==> config.mk <==
export PLATFORM = sky130hd
export DESIGN_NAME = rr_search_arbiter_flat
export DESIGN_NICKNAME = d
export VERILOG_FILES = /design/src/rtl/rr_search_arbiter_if.sv /design/src/rtl/rr_search_arbiter.sv /design/src/flat_wrapper.sv
export SDC_FILE = /design/constraint.sdc
export NUM_CORES = 1
export LEC_CHECK = 0
export BUFFER_PORTS_ARGS = -buffer_cell sky130_fd_sc_hd__clkbuf_2
export CAP_MARGIN = 20
export CORE_MARGIN = 8
export CORE_UTILIZATION = 48
export CTS_CLUSTER_SIZE = 14
export DETAILED_ROUTE_END_ITERATION = 6
export GPL_ROUTABILITY_DRIVEN = 0
export GPL_TIMING_DRIVEN = 0
export PLACE_DENSITY = 0.74
export SYNTH_ARGS = -nofsm -noshare
export SYNTH_HDL_FRONTEND = slang
export SYNTH_SLANG_ARGS = --single-unit
==> constraint.sdc <==
create_clock -name clk -period 2.17 [get_ports clk]
set_input_delay 0.1085 -clock clk [delete_from_list [all_inputs] [get_ports clk]]
set_output_delay 0.1085 -clock clk [all_outputs]
set_load 0.05 [all_outputs]
==> src/rtl/rr_search_arbiter_if.sv <==
`default_nettype none
// ============================================================================
//  Module      : rr_search_arbiter_if
//  Description : Request / grant bundle between request sources, the
//                rr_search_arbiter and the consumer of the shared port.
//  Revision    : 1.0 - initial release
// ============================================================================
interface rr_search_arbiter_if #(
  parameter int ENTNUM = 4,
  parameter int ENTSEL = 2
);

  logic [ENTNUM-1:0] req;
  logic              mode;
  logic              lock;
  logic              gnt_ready;
  logic              gnt_valid;
  logic [ENTSEL-1:0] gnt_idx;
  logic [ENTNUM-1:0] gnt_onehot;

  // Requester / consumer side: raises requests and accepts grants.
  modport master (
    output req,
    output mode,
    output lock,
    output gnt_ready,
    input  gnt_valid,
    input  gnt_idx,
    input  gnt_onehot
  );

  // Arbiter side: observes requests and presents the grant.
  modport slave (
    input  req,
    input  mode,
    input  lock,
    input  gnt_ready,
    output gnt_valid,
    output gnt_idx,
    output gnt_onehot
  );

endinterface
`default_nettype wire

==> src/rtl/rr_search_arbiter.sv <==
`default_nettype none
// ============================================================================
//  Module      : rr_search_arbiter
//  Description : Registered request arbiter. Picks one winner out of ENTNUM
//                requests either by fixed lowest-index priority or by a
//                round-robin scan starting one past the last served index.
//                The grant is held under a valid/ready handshake and can be
//                locked onto one requester across beats.
//  Revision    : 1.0 - initial release
// ============================================================================
module rr_search_arbiter #(
  parameter int ENTNUM = 4,
  parameter int ENTSEL = 2
) (
  input  logic                 clk,
  input  logic                 rst_n,
  rr_search_arbiter_if.slave   bus
);

  // --------------------------------------------------------------------------
  // Elaboration-time parameter checks
  // --------------------------------------------------------------------------
  if (ENTNUM < 2 || ENTNUM > 64) begin : g_bad_entnum
    $error("rr_search_arbiter: ENTNUM=%0d outside legal range 2..64", ENTNUM);
  end

  if (ENTSEL < $clog2(ENTNUM)) begin : g_bad_entsel
    $error("rr_search_arbiter: ENTSEL=%0d too narrow for ENTNUM=%0d", ENTSEL, ENTNUM);
  end

  localparam logic [ENTSEL-1:0] LAST_IDX = ENTSEL'(ENTNUM - 1);

  typedef enum logic [0:0] {
    IDLE  = 1'b0,
    GRANT = 1'b1
  } state_t;

  // --------------------------------------------------------------------------
  // Helpers
  // --------------------------------------------------------------------------
  // First set request found when scanning ENTNUM positions upward from base,
  // wrapping modulo ENTNUM. Iterating from the far end down lets the nearest
  // hit overwrite later ones, so no early exit is needed.
  function automatic logic [ENTSEL-1:0] search_first(
    input logic [ENTNUM-1:0] r,
    input logic [ENTSEL-1:0] base
  );
    logic [ENTSEL-1:0] win;
    int                pos;
    win = '0;
    for (int i = ENTNUM - 1; i >= 0; i--) begin
      pos = int'(base) + i;
      if (pos >= ENTNUM) pos = pos - ENTNUM;
      if (r[pos]) win = ENTSEL'(pos);
    end
    return win;
  endfunction

  function automatic logic [ENTNUM-1:0] to_onehot(input logic [ENTSEL-1:0] idx);
    return {{(ENTNUM-1){1'b0}}, 1'b1} << idx;
  endfunction

  // --------------------------------------------------------------------------
  // State
  // --------------------------------------------------------------------------
  state_t            state;
  logic [ENTSEL-1:0] ptr;
  logic              valid_q;
  logic [ENTSEL-1:0] idx_q;
  logic [ENTNUM-1:0] onehot_q;

  logic [ENTSEL-1:0] ptr_next;
  logic [ENTSEL-1:0] base_idle;
  logic [ENTSEL-1:0] base_hs;
  logic [ENTSEL-1:0] win_idle;
  logic [ENTSEL-1:0] win_hs;
  logic              any_req;
  logic              held_req;

  // Candidate winners for both arbitration points: entering from IDLE uses
  // the stored pointer, a handshake uses the pointer it is about to write.
  always_comb begin
    ptr_next  = (idx_q == LAST_IDX) ? '0 : idx_q + ENTSEL'(1);
    base_idle = bus.mode ? ptr      : '0;
    base_hs   = bus.mode ? ptr_next : '0;
    win_idle  = search_first(bus.req, base_idle);
    win_hs    = search_first(bus.req, base_hs);
    any_req   = |bus.req;
    held_req  = |(bus.req & onehot_q);
  end

  // Arbitration FSM; every output is a flop.
  always_ff @(posedge clk or negedge rst_n) begin
    if (!rst_n) begin
      state    <= IDLE;
      ptr      <= '0;
      valid_q  <= 1'b0;
      idx_q    <= '0;
      onehot_q <= '0;
    end else begin
      case (state)
        IDLE: begin
          if (any_req) begin
            idx_q    <= win_idle;
            onehot_q <= to_onehot(win_idle);
            valid_q  <= 1'b1;
            state    <= GRANT;
          end
        end

        GRANT: begin
          // Without ready the grant is frozen regardless of req/mode/lock.
          if (bus.gnt_ready) begin
            if (bus.lock && held_req) begin
              // Locked beat: same requester again, pointer untouched.
              state <= GRANT;
            end else begin
              ptr <= ptr_next;
              if (any_req) begin
                idx_q    <= win_hs;
                onehot_q <= to_onehot(win_hs);
                valid_q  <= 1'b1;
                state    <= GRANT;
              end else begin
                valid_q  <= 1'b0;
                onehot_q <= '0;
                state    <= IDLE;
              end
            end
          end
        end

        default: begin
          state    <= IDLE;
          valid_q  <= 1'b0;
          onehot_q <= '0;
        end
      endcase
    end
  end

  assign bus.gnt_valid  = valid_q;
  assign bus.gnt_idx    = idx_q;
  assign bus.gnt_onehot = onehot_q;

endmodule
`default_nettype wire

==> src/flat_wrapper.sv <==
// flat-port wrapper written by rule: the top's interface ports become plain ports
module rr_search_arbiter_flat 
#(
  parameter int ENTNUM = 4,
  parameter int ENTSEL = 2
)
  (clk, rst_n, bus_req, bus_mode, bus_lock, bus_gnt_ready, bus_gnt_valid, bus_gnt_idx, bus_gnt_onehot);
  rr_search_arbiter_if #(.ENTNUM(ENTNUM), .ENTSEL(ENTSEL)) bus_i ();
  input  logic clk;
  input  logic rst_n;
  input wire logic [$bits(bus_i.req)-1:0] bus_req;
  input wire logic [$bits(bus_i.mode)-1:0] bus_mode;
  input wire logic [$bits(bus_i.lock)-1:0] bus_lock;
  input wire logic [$bits(bus_i.gnt_ready)-1:0] bus_gnt_ready;
  output wire logic [$bits(bus_i.gnt_valid)-1:0] bus_gnt_valid;
  output wire logic [$bits(bus_i.gnt_idx)-1:0] bus_gnt_idx;
  output wire logic [$bits(bus_i.gnt_onehot)-1:0] bus_gnt_onehot;
  assign bus_i.req = bus_req;
  assign bus_i.mode = bus_mode;
  assign bus_i.lock = bus_lock;
  assign bus_i.gnt_ready = bus_gnt_ready;
  assign bus_gnt_valid = bus_i.gnt_valid;
  assign bus_gnt_idx = bus_i.gnt_idx;
  assign bus_gnt_onehot = bus_i.gnt_onehot;
  rr_search_arbiter #(.ENTNUM(ENTNUM), .ENTSEL(ENTSEL)) u_core (.clk(clk), .rst_n(rst_n), .bus(bus_i));
endmodule
* Word-level counts from Yosys, hierarchy flattened *
Cells that the tools add are included.
Widths: inputs -> output; s select.

storage, ports and cells
  flip-flop bits (word level) = 10
  output and inout bits = 7
  logic and storage cells = 113
  input port bits = 9

operators by class
  reduce and logical (&&, ||, !) cells = 6
  bitwise gates (word level) = 3
  shifts and indexed selects = 2
  mux-type cells = 61
  $lt $le $gt $ge = 16
  equality and inequality tests = 5
  add/subtract/negate cells = 15

operator list
  cell                   count
  $lt 32x4->1 const B    8
  $mux 32                8
  $ge 32x4->1 const B    6
  $sub 32x4->32 const B  6
  $mux 2                 15
  $mux 1                 22
  $bmux 1 s2             8
  $mux 4                 4
  $add 2x2->3 const B    4
  $pmux 4 s2             1
  $reduce_or 4->1        2
  $shl 1x2->4 const A    2
  $sub 2x3->4 const B    2
  $add 2x1->3 const B    2
  $ge 2x3->1 const B     2
  $ne 2x2->1 const B     3
  $reduce_and 3->1       2
  $and 4x4->4            1
  $pmux 1 s2             2
  $pmux 2 s2             1
  $reduce_and 4->1       1
  $add 2x1->2 const B    1
  $eq 2x2->1 const B     1
  $ne 2x1->1 const B     1
  other kinds (2)        3

* Logic depth before layout (Yosys ltp) *
Gate-level depths: netlist of run 1.

  word-level depth = 18
  gate-level depth with buffers = 6
  mapped depth without buffers = 6

* Least setup slack after synthesis of run 1 *
OpenSTA, ideal clock, no wires.

  kind = reg2reg
  start point = reg u_core.idx_q[0] (netlist: u_core.bus.gnt_idx[0])
  end point = reg u_core.onehot_q[3] (netlist: u_core.bus.gnt_onehot[3])
  data required time = 2079 ps
  setup time = 91 ps
  path buffers = 0
  path slack = -292 ps
  data arrival time = 2371 ps
  stages on the path, launching flop included = 7
  clock period less this slack = 2462 ps
  path through = dfrtp_1 -> ha_1 -> and2_1 -> and2_4 -> or4_4 -> o211a_1 -> o221ai_1

between the ends
  cells in the longest elaborated chain, start to end = 18
  elaborated cells on any way between the ends = 40
  classes of those cells = add/sub: 8; order compare: 4; eq/ne: 1; shift: 1; mux: 26

RTL lines
  what                                                 line                      RTL
  start, declared                                      rr_search_arbiter.sv:69   logic [ENTSEL-1:0] idx_q;
  start signal, assigned                               rr_search_arbiter.sv:104  idx_q <= win_idle;
  start signal, assigned                               rr_search_arbiter.sv:120  idx_q <= win_hs;
  $add 2x1->2 / $eq 2x2->1 (equally long branches)     rr_search_arbiter.sv:83   ptr_next = (idx_q == LAST_IDX) ? '0 : idx_q + ENTSEL'(1);
  $mux 2 (*)                                           rr_search_arbiter.sv:83
  via u_core.ptr_next[1]                               rr_search_arbiter.sv:72   logic [ENTSEL-1:0] ptr_next;
  $mux 2 (*)                                           rr_search_arbiter.sv:85   base_hs = bus.mode ? ptr_next : '0;
  $add 2x2->3                                          rr_search_arbiter.sv:52   pos = int'(base) + i;
  $sub 32x4->32 / $ge 32x4->1 (equally long branches)  rr_search_arbiter.sv:53   if (pos >= ENTNUM) pos = pos - ENTNUM;
  $mux 32                                              rr_search_arbiter.sv:53
  $bmux 1 s2                                           rr_search_arbiter.sv:54   if (r[pos]) win = ENTSEL'(pos);
  $mux 1 (implied by the code) (2 in series)           rr_search_arbiter.sv:54
  $mux 2 (3 in series)                                 rr_search_arbiter.sv:54
  $mux 2 (*)                                           rr_search_arbiter.sv:54
  $shl 1x2->4 (*)                                      rr_search_arbiter.sv:60   return {{(ENTNUM-1){1'b0}}, 1'b1} << idx;
  $mux 4 (*)                                           rr_search_arbiter.sv:119  if (any_req) begin
  $mux 4 (*)                                           rr_search_arbiter.sv:114  if (bus.lock && held_req) begin
  $mux 4 (*)                                           rr_search_arbiter.sv:113  if (bus.gnt_ready) begin
  $pmux 4 s2 (*)                                       rr_search_arbiter.sv:101  case (state)
  end signal, assigned                                 rr_search_arbiter.sv:105  onehot_q <= to_onehot(win_idle);
  end signal, assigned                                 rr_search_arbiter.sv:121  onehot_q <= to_onehot(win_hs);
  end, declared                                        rr_search_arbiter.sv:70   logic [ENTNUM-1:0] onehot_q;

The timed path passes the listed nets; every way through them passes the cells marked *. The select of a mux whose other input is x is not followed.
A chain may end at the register's enable or synchronous reset.

* Worst setup path in the final report of run 1 *
  start point = reg u_core.idx_q[0] (netlist: u_core.bus.gnt_idx[0])
  end point = reg u_core.onehot_q[0] (netlist: u_core.bus.gnt_onehot[0])

between the ends
  cells in the longest elaborated chain, start to end = 18
  elaborated cells on any way between the ends = 40
  classes of those cells = add/sub: 8; order compare: 4; eq/ne: 1; shift: 1; mux: 26

RTL lines
  what                                                 line
  $add 2x1->2 / $eq 2x2->1 (equally long branches)     rr_search_arbiter.sv:83
  $mux 2 (*)                                           rr_search_arbiter.sv:83
  $mux 2 (*)                                           rr_search_arbiter.sv:85
  $add 2x2->3                                          rr_search_arbiter.sv:52
  $sub 32x4->32 / $ge 32x4->1 (equally long branches)  rr_search_arbiter.sv:53
  $mux 32                                              rr_search_arbiter.sv:53
  $bmux 1 s2                                           rr_search_arbiter.sv:54
  $mux 1 (implied by the code) (2 in series)           rr_search_arbiter.sv:54
  $mux 2 (3 in series)                                 rr_search_arbiter.sv:54
  $mux 2 (*)                                           rr_search_arbiter.sv:54
  $shl 1x2->4 (*)                                      rr_search_arbiter.sv:60
  $mux 4 (*)                                           rr_search_arbiter.sv:119
  $mux 4 (*)                                           rr_search_arbiter.sv:114
  $mux 4 (*)                                           rr_search_arbiter.sv:113
  $pmux 4 s2 (*)                                       rr_search_arbiter.sv:101

Mark *: on every way between the ends. The rest lies on a longest branch, timed or not. The select of a mux whose other input is x is not followed.

==> run metrics, run 1 <==
final wirelength 2300 microns; Yosys top cell area share 0.304; CP Data Arrival Time 2.25 ns; Worst path slowest cell dfrtp_4; Max Cap Viol 0; initial antenna violation count 0; Final Max Tran Viols 0; First-pass DRT Iterations 4; Worst EP required 2.30 ns; number of synthesized flops with an enable pin 0; Via Count 927; Max Clk Rate 470 MHz; worst skew pair latency 0.27 ns; Hold Violations, Final 0; routed length per instance around 16 microns; Slew @ Worst Pin just over 0.5 ns; Total GRT Usage 0.148; CTS buffer count 3; Cell Area, Synth slightly above 800 sq um; Final Critical Period around 2.1 ns; share of cells above drive strength 1 0.285; Antenna Nets Post-Route 0; fraction of the yosys area taken by sequential cells 0.304; top cells by area, synth dfrtp_1, nand2_1, o221ai_1; outcome finished, final reports clean; Critical Setup Path Class flop to flop; Final setup violation count 0; met2 WL 1090 microns; violation count after the first detailed-routing iteration between 40 and 50; Net Count, Synth approximately 110; Seq cells post-synth 10; clk_skew 0.0108 ns; number of global-route vias before repair 870; Crit path largest cell delay 0.51 ns; most area-hungry cell type in the Yosys netlist dfrtp_1; Initial Utilization 0.493; CP Cell Sequence buf_6 > mux2_4 > and2_4 > or4_4 > o211ai_1 > o221ai_1; met3 WL a little under 80 microns; die area about 0.0033 sq mm; grt total ovfl 0; endpoint type of the worst setup path flop; Area Overhead vs Synth 28.4%; crit path max fanout 4; pin count of the biggest net entering global routing 11; setup TNS 0 ns; Leak 0.484 nW; hold path startpoint bus_gnt_ready; unique cell type count in the Yosys netlist 38; final core utilization 0.633; Top FF cell, synth dfrtp_1; core area 0.00167 sq mm; Worst Hold Class input pin to flop; DP Area 932 sq um; hold path cells 4; Max clock buf depth 2; asr flop ratio synth 1.00; r2r startpoint u_core.bus.gnt_idx[0]; worst reg2reg path depth 6; RSZ-0062 raised after global routing yes; clock sink total 10; CP bufs+invs 1; Metal-1 WL 1070 microns; PortBufs 14; fill count 155; uppermost layer routed met4; DRC 0; Final period util 0.981; Root Buffer clkbuf_4; Critical Path Source Type flop; Nets 141; CTS tree done; hold endpoint u_core.state; Worst VDD drop approximately 880 uV; H-tree depth 1; # rows 15; Synth warnings 0; total power per unit cell area ~1400 mW/mm^2; io pins 16; first-pass GRT wire length 3880 microns; HPWL Detailed 1710 microns; vias per std cell 6.31; Chip Height between 50 and 60 microns; worst rel slew slack 0.659; final instance area roughly 0.0011 sq mm; Die W 57.4 microns; Reg2Reg Setup Slack 0.04 ns; r2r endpoint u_core.bus.gnt_onehot[0]; Mean Syn Cell Area 7.92 sq um; Crit path max-delay family simple AND/OR/NAND/NOR gates; footprint of the multi-input gates 581 sq um; Clk pin slew, worst setup/hold paths 0.07 ns; Antenna Cells 0; Synth Instances 104; Reg area 255 sq um
power by group:
part / leakage [nW] / internal (mW) / total [mW] / switching (mW)
clock network: 0.0150 / 0.0709 / 0.133 / 0.0622
registers: 0.118 / 0.274 / 0.359 / 0.0847
logic: 0.351 / 0.422 / 1.03 / 0.611
total: 0.484 / 0.767 / 1.52 / 0.757
repair_timing:
item / in CTS / in global routing
setup buffers: 4 / 3
cloned: 0 / 0
pin swaps: 9 / 6
endpoints found under the hold margin: 10 / 0
resized for setup: 4 / 3
endpoints found under the setup margin: 5 / 5
hold buffers: 1 / 0
through the flow:
stage	hold WS, ns	power (mW)	std cells	worst slack (ns)
floorplan	-0.187	1.02	104	0.000944
global placement	-0.0162	1.21	135	-0.0618
detailed placement	-0.0132	1.23	135	-0.102
CTS	0.146	1.47	144	0.00893
global route	0.190	1.62	147	-0.0149
finish	0.155	1.52	147	0.0418
flip-flops by register name, summed over array words and instances, names as in the netlist:
signal / cells
u_core.state: 1
u_core.bus.gnt_idx: 2
u_core.bus.gnt_valid: 1
u_core.bus.gnt_onehot: 4
u_core.ptr: 2
worst min-delay path, stage by stage:
cell      delay (ns)
clkbuf_2        0.11
nand2_1         0.06
nand2_1         0.05
nand2_1         0.06
how the worst max path moves through the flow:
stage               cells after the start                        to  slack, ns                  start
floorplan                               6  u_core.bus.gnt_onehot[3]     0.0009  u_core.bus.gnt_idx[0]
global route                            6  u_core.bus.gnt_onehot[0]      -0.01  u_core.bus.gnt_idx[0]
global placement                        6  u_core.bus.gnt_onehot[3]      -0.06  u_core.bus.gnt_idx[0]
detailed placement                      6  u_core.bus.gnt_onehot[3]      -0.10  u_core.bus.gnt_idx[0]
finish                                  6  u_core.bus.gnt_onehot[0]       0.04  u_core.bus.gnt_idx[0]
CTS                                     7  u_core.bus.gnt_onehot[2]      0.009  u_core.bus.gnt_idx[0]
final cells by class:
cell class	count	area share
clock buffers	4	0.0249
flip-flops and latches	10	0.241
repair buffers	22	0.129
well taps	17	0.0201
multi-input cells	84	0.549
plain buffers	5	0.0178
inverters	5	0.0178
logic make-up (layout without fill, tap and decap cells):
| logic type | after synthesis | after routing | share of synthesized area |
|---|---|---|---|
| muxes | 1 | 1 | 0.0182 |
| buffers and inverters | 10 | 36 | 0.0456 |
| adders and majority gates | 1 | 1 | 0.0152 |
| and+or+nand+nor | 40 | 40 | 0.248 |
| AOI/OAI and AO/OA | 42 | 42 | 0.369 |
| DFF | 10 | 10 | 0.304 |
synthesized netlist by cell type (2+ instances only):
cell type and instances:
nand2b_1 3, nand2_1 13, a221oi_1 2, and2b_1 2
dfrtp_1 10, nor2_1 9, o21ai_0 5, nand3_1 3
clkbuf_1 5, o31ai_1 3, a21o_1 2, a22oi_1 2
inv_1 5, o211ai_1 3, o221ai_1 5, a22o_1 2
o211a_1 2, a21oi_1 8
cell usage in the layout, fill, tap and decap left out, types with 5 or more instances in the layout:
cell and n:
clkbuf_2 14, nand2_1 13, dfrtp_1 8, clkbuf_1 6, o21ai_0 5, a21oi_1 7, inv_1 5, nor2_1 9
buf_4 6
routing by layer:
layer	GRT usage	vias to the layer above
met5	0	-
met4	0.0821	0
met3	0.0157	7
met2	0.233	28
met1	0.189	445
li1	-	447
No activity file was read; power rests on OpenSTA's default activity.
==> run 2, diff against run 1 <==
Settings changed: GPL_TIMING_DRIVEN 0 to 1.
==> run 2 against run 1 <==
  * Clock skew decreased by 0.0035 ns
  * Cell area down 1.7%
  * Routed wire length is 9.5% higher
  * Non-clock buffer count is 5 lower
  * Combinational power is essentially flat
  * Fmax is 0.40% higher
  * Sequential power is 3% higher
  * Flip-flop and latch count is the same
  * Largest cell class unchanged
==> run metrics, run 2 (synthesized netlist as in run 1, its figures left out) <==
Nets 136 (-3.5%); Max Clk Rate 472 MHz (+0.40%); crit path max fanout 4 (unchanged); io pins 16 (unchanged); Critical Path Source Type flop; grt total ovfl 0 (unchanged); first-pass GRT wire length 4340 microns (+12%); Total GRT Usage 0.163 (+0.0150); outcome finished, final reports clean; DRC 0 (unchanged); CTS tree done; violation count after the first detailed-routing iteration 40 (-11%); DP Area 941 sq um (+0.94%); Slew @ Worst Pin 0.550 ns (+0.0427 ns); core area 0.00167 sq mm (unchanged); hold path startpoint bus_gnt_ready; RSZ-0062 raised after global routing no; initial antenna violation count 0 (unchanged); CP Cell Sequence buf_4 > mux2_4 > and2_4 > or4_4 > o211ai_1 > o221ai_1; clock sink total 10 (unchanged); final instance area 0.00104 sq mm (-1.7%); Leak 0.482 nW (-0.39%); Crit path max-delay family simple AND/OR/NAND/NOR gates; Crit path largest cell delay 0.52 ns (about the same); most common cell after layout, fill and taps aside clkbuf_2; Max clock buf depth 2 (unchanged); Final setup violation count 0 (unchanged); worst skew pair latency 0.28 ns (about the same); Hold Violations, Final 0 (unchanged); Chip Height 57.4 microns (unchanged); CP bufs+invs 1 (unchanged); Worst Setup SP u_core.bus.gnt_idx[0]; total power per unit cell area 1480 mW/mm^2 (+3.0%); Final Critical Period 2.12 ns (-0.00838 ns); Initial Utilization 0.493 (unchanged); Worst VDD drop 783 uV (-11%); Root Buffer clkbuf_4; First-pass DRT Iterations 4 (unchanged); pin count of the biggest net entering global routing 15 (+4); PortBufs 15 (+1); CP Data Arrival Time 2.25 ns (about the same); Reg area 255 sq um (unchanged); vias per std cell 6.45 (+2.3%); final wirelength 2510 microns (+9.5%); die area 0.00330 sq mm (unchanged); Die W 57.4 microns (unchanged); final core utilization 0.622 (-0.0105); Clk pin slew, worst setup/hold paths 0.08 ns (about the same); r2r startpoint u_core.bus.gnt_idx[0]; CTS buffer count 3 (unchanged); Antenna Cells 0 (unchanged); share of cells above drive strength 1 0.296 (+0.0114); clk_skew 0.00731 ns (-0.00347 ns); Area Overhead vs Synth 26.3%; routed length per instance 17.7 microns (+13%); max reg flops 4 (unchanged); number of global-route vias before repair 913 (+4.9%); # rows 15 (unchanged); Via Count 916 (-1.2%); fill count 141 (-9.0%); Antenna Nets Post-Route 0 (unchanged); Worst EP required 2.30 ns (about the same); Max Cap Viol 0 (unchanged); Final Max Tran Viols 0 (unchanged); Worst path slowest cell dfrtp_4; Hold WS 0.125 ns (-0.0301 ns); footprint of the multi-input gates 574 sq um (-1.1%); Worst Hold Class input pin to flop; endpoint type of the worst setup path flop; most frequent cells in the layout clkbuf_2, nand2_1, nor2_1, dfrtp_1, a21oi_1; H-tree depth 1 (unchanged); Final period util 0.977 (-0.00386); Critical Setup Path Class flop to flop; worst rel slew slack 0.630 (-0.0287); HPWL Detailed 1860 microns (+9.1%)
run 2: repair_timing:
item	CTS	global route
hold endpoints to repair	10	0
resized for setup	3	4
buffers inserted	1	2
hold buffers	1	0
pin swaps	3	6
endpoints found under the setup margin	4	5
run 2: final timing paths:
check / to / slack, ns / cells past startpoint
hold / removal: u_core.state / 0.13 / 4
min in group asynchronous: u_core.bus.gnt_valid / 0.23 / 2
setup reg to reg: u_core.bus.gnt_onehot[2] / 0.05 / 6
setup / recovery: u_core.bus.gnt_onehot[2] / 0.05 / 6
max in group asynchronous: u_core.bus.gnt_idx[0] / 1.69 / 2
hold reg to reg: u_core.bus.gnt_valid / 0.51 / 1
run 2: where the power goes:
group | switching, mW | leakage [nW] | total (mW) | internal (mW)
combinational | 0.592 | 0.343 | 0.996 | 0.404
clock | 0.0752 | 0.0210 | 0.177 | 0.102
sequential | 0.0964 | 0.118 | 0.370 | 0.274
run 2: layout make-up:
cell class | count | share of cell area
Tap cell | 17 | 0.0205
Sequential cell | 10 | 0.245
Timing Repair Buffer | 22 | 0.129
Inverter | 5 | 0.0181
Clock buffer | 4 | 0.0349
Multi-Input combinational cell | 84 | 0.552
run 2: metal layers:
layer  up-vias  GRT usage  part of all wire
met1       415      0.200              0.44
met3        13     0.0269             0.071
met2        50      0.262              0.45
met5         -          0                 0
met4         0     0.0857             0.039
li1        438          -                 -
run 2: through the flow:
stage	instances	setup WS, ns	power (mW)	setup TNS, ns
after floorplan	104	0.000944	1.02	0
after global placement	134	0.0529	1.22	0
after detailed placement	134	-0.0236	1.25	-0.0528
after CTS	140	0.0301	1.48	0
after global routing	142	0.00198	1.65	0
final	142	0.0502	1.54	0
run 2: worst min-delay path: stages:
cell and delay (ns):
clkbuf_2 0.11, nand2_1 0.06, nand2_1 0.04, nand2_1 0.05
==> run 3, diff against run 2 <==
Settings changed: CORE_UTILIZATION 48 to 53, PLACE_DENSITY 0.74 to 0.77.
Clock period 2.17 ns to 2.4 ns, I/O delays scaled along.
==> run 3 against run 2 <==
  * Flip-flop and latch count stayed put
  * Clock skew is 0.0047 ns lower
  * Cell count decreased by 4.2%
  * Clock-buffer cell count is the same
  * Core utilization increased by 1.2 points
  * Non-clock buffer count down 5
  * Routed wire length decreased by 11%
  * Largest cell class unchanged
  * Highest routed layer unchanged
==> run metrics, run 3 (synthesized netlist as in run 1, its figures left out) <==
hold buffer count at CTS 1 (unchanged); Initial Utilization 0.553 (+0.0601); Worst path slowest cell or4_4; HPWL Detailed 1710 microns (-8.0%); internal power 581 uW (-26%); Setup Buffers After CTS 0 (-1); Via Count 907 (-0.98%); worst rel slew slack 0.673 (+0.0426); hold path startpoint bus_gnt_ready; Leak 0.450 nW (-6.6%); Final Critical Period 2.22 ns (+0.102 ns); endpoint type of the worst setup path flop; number of global-route vias before repair 882 (-3.4%); PortBufs 15 (unchanged); Net Sw Frac 0.521 (+0.0261); # rows 14 (-1); CP bufs+invs 0 (-1); worst reg2reg path depth 6 (unchanged); Area Overhead vs Synth 14.7%; vias per std cell 6.67 (+3.4%); hold path cells 4 (unchanged); fill count 133 (-5.7%); setup TNS 0 ns (unchanged); Worst EP required 2.57 ns (+0.27 ns); Final Max Tran Viols 0 (unchanged); routed length per instance 16.5 microns (-6.6%); Critical Setup Path Class flop to flop; most common cell after layout, fill and taps aside clkbuf_2; max reg flops 4 (unchanged); Nets 131 (-3.7%); Final WS setup 0.178 ns (+0.128 ns); most frequent cells in the layout clkbuf_2, nand2_1, nor2_1, dfrtp_1, a21oi_1; initial antenna violation count 0 (unchanged); Hold Violations, Final 0 (unchanged); crit path max fanout 6 (+2); violation count after the first detailed-routing iteration 32 (-20%); clk_skew 0.00264 ns (-0.00467 ns); io pins 16 (unchanged); Worst Hold Class input pin to flop; Resized cells post-CTS 0 (-3); power share of the clock group 0.103 (-0.012); core area 0.00149 sq mm (-11%); r2r startpoint u_core.bus.gnt_idx[0]; Setup WS pre-CTS 0.191 ns (+0.214 ns); Antenna Cells 0 (unchanged); Die W 55.4 microns (-3.5%); CTS tree done; r2r endpoint u_core.bus.gnt_onehot[3]; clock sink total 10 (unchanged); hold endpoint u_core.state; Root Buffer clkbuf_4; Psw 632 uW (-17%); pin count of the biggest net entering global routing 15 (unchanged); final core utilization 0.634 (+0.0120); DP Area 908 sq um (-3.5%); Antenna Nets Post-Route 0 (unchanged); H-tree depth 1 (unchanged); Crit path largest cell delay 0.53 ns (about the same); final instance area 945 sq um (-9.1%); first-pass GRT wire length 3910 microns (-9.9%); share of cells above drive strength 1 0.200 (-0.0960); Chip Height 55.4 microns (-3.5%); Final period util 0.926 (-0.0510); Max Cap Viol 0 (unchanged); Overall Power 1.21 mW (-21%); worst skew pair latency 0.26 ns (-0.02 ns); CP Data Arrival Time 2.39 ns (+0.14 ns); DRC 0 (unchanged); Worst VDD drop 887 uV (+13%); proportion of power drawn by combinational gates 0.639 (-0.006); Slew @ Worst Pin 0.487 ns (-0.0632 ns); total power per unit cell area 1280 mW/mm^2 (-14%); Clk pin slew, worst setup/hold paths 0.07 ns (about the same); Max Clk Rate 450 MHz (-4.6%); Critical Path Source Type flop; final wirelength 2250 microns (-11%); Total GRT Usage 0.148 (-0.0146); die area 0.00307 sq mm (-6.9%); outcome finished, final reports clean; Max clock buf depth 2 (unchanged); Crit path max-delay family simple AND/OR/NAND/NOR gates; First-pass DRT Iterations 4 (unchanged); CP Cell Sequence ha_1 > and2_1 > and2_4 > or4_4 > o211a_1 > o221ai_1; CTS buffer count 3 (unchanged); Final setup violation count 0 (unchanged); RSZ-0062 raised after global routing no; grt total ovfl 0 (unchanged); sequential share of power 0.258 (+0.018); Reg2Reg Setup Slack 0.18 ns (+0.13 ns)
[run 3: changes by cell type in the layout (fill, tap and decap cells not counted), sizes merged]
cell  previous run  this run
buf              6         1
[run 3: power groups by stage]
stage | Sequential, mW | Clock (mW) | Combinational [mW]
6_report | 0.312 | 0.125 | 0.775
5_1_grt | 0.327 | 0.137 | 0.842
4_1_cts | 0.313 | 0.127 | 0.774
3_5_place_dp | 0.317 | 0 | 0.768
3_3_place_gp | 0.309 | 0 | 0.755
2_1_floorplan | 0.502 | 0 | 0.397
[run 3: layout make-up]
cell class              instances  area (sq um)  share of cell area
clock buffers                   4          26.3              0.0278
inverters                       5          18.8              0.0199
multi-input cells              84           536               0.567
flip-flops and latches         10           251               0.266
well taps                      16          20.0              0.0212
repair buffers                 17          92.6              0.0980
[run 3: routing by layer]
| metal | GRT usage | routed length, microns | share of wire |
|---|---|---|---|
| met4 | 0.0669 | 60 | 0.027 |
| met2 | 0.242 | 1040 | 0.46 |
| met5 | 0 | 0 | 0 |
| met1 | 0.173 | 962 | 0.43 |
| met3 | 0.0411 | 186 | 0.083 |
[run 3: worst min-delay path: stages]
cell      delay (ns)
clkbuf_2        0.11
nand2_1         0.06
nand2_1         0.05
nand2_1         0.05
[run 3: stage by stage]
stage / hold slack (ns) / std cells
3_5_place_dp: 0.00943 / 131
5_1_grt: 0.187 / 136
3_3_place_gp: -0.00215 / 131
6_report: 0.162 / 136
4_1_cts: 0.170 / 136
2_1_floorplan: -0.176 / 104
[run 3: how the worst max path moves through the flow]
stage | start | end | depth (start not counted)
2_1_floorplan | u_core.bus.gnt_idx[1] | u_core.bus.gnt_onehot[3] | 6
3_3_place_gp | u_core.bus.gnt_idx[0] | u_core.bus.gnt_onehot[3] | 6
3_5_place_dp | u_core.bus.gnt_idx[0] | u_core.bus.gnt_onehot[3] | 6
4_1_cts | u_core.bus.gnt_idx[0] | u_core.bus.gnt_onehot[3] | 6
5_1_grt | u_core.bus.gnt_idx[0] | u_core.bus.gnt_onehot[3] | 6
6_report | u_core.bus.gnt_idx[0] | u_core.bus.gnt_onehot[3] | 6
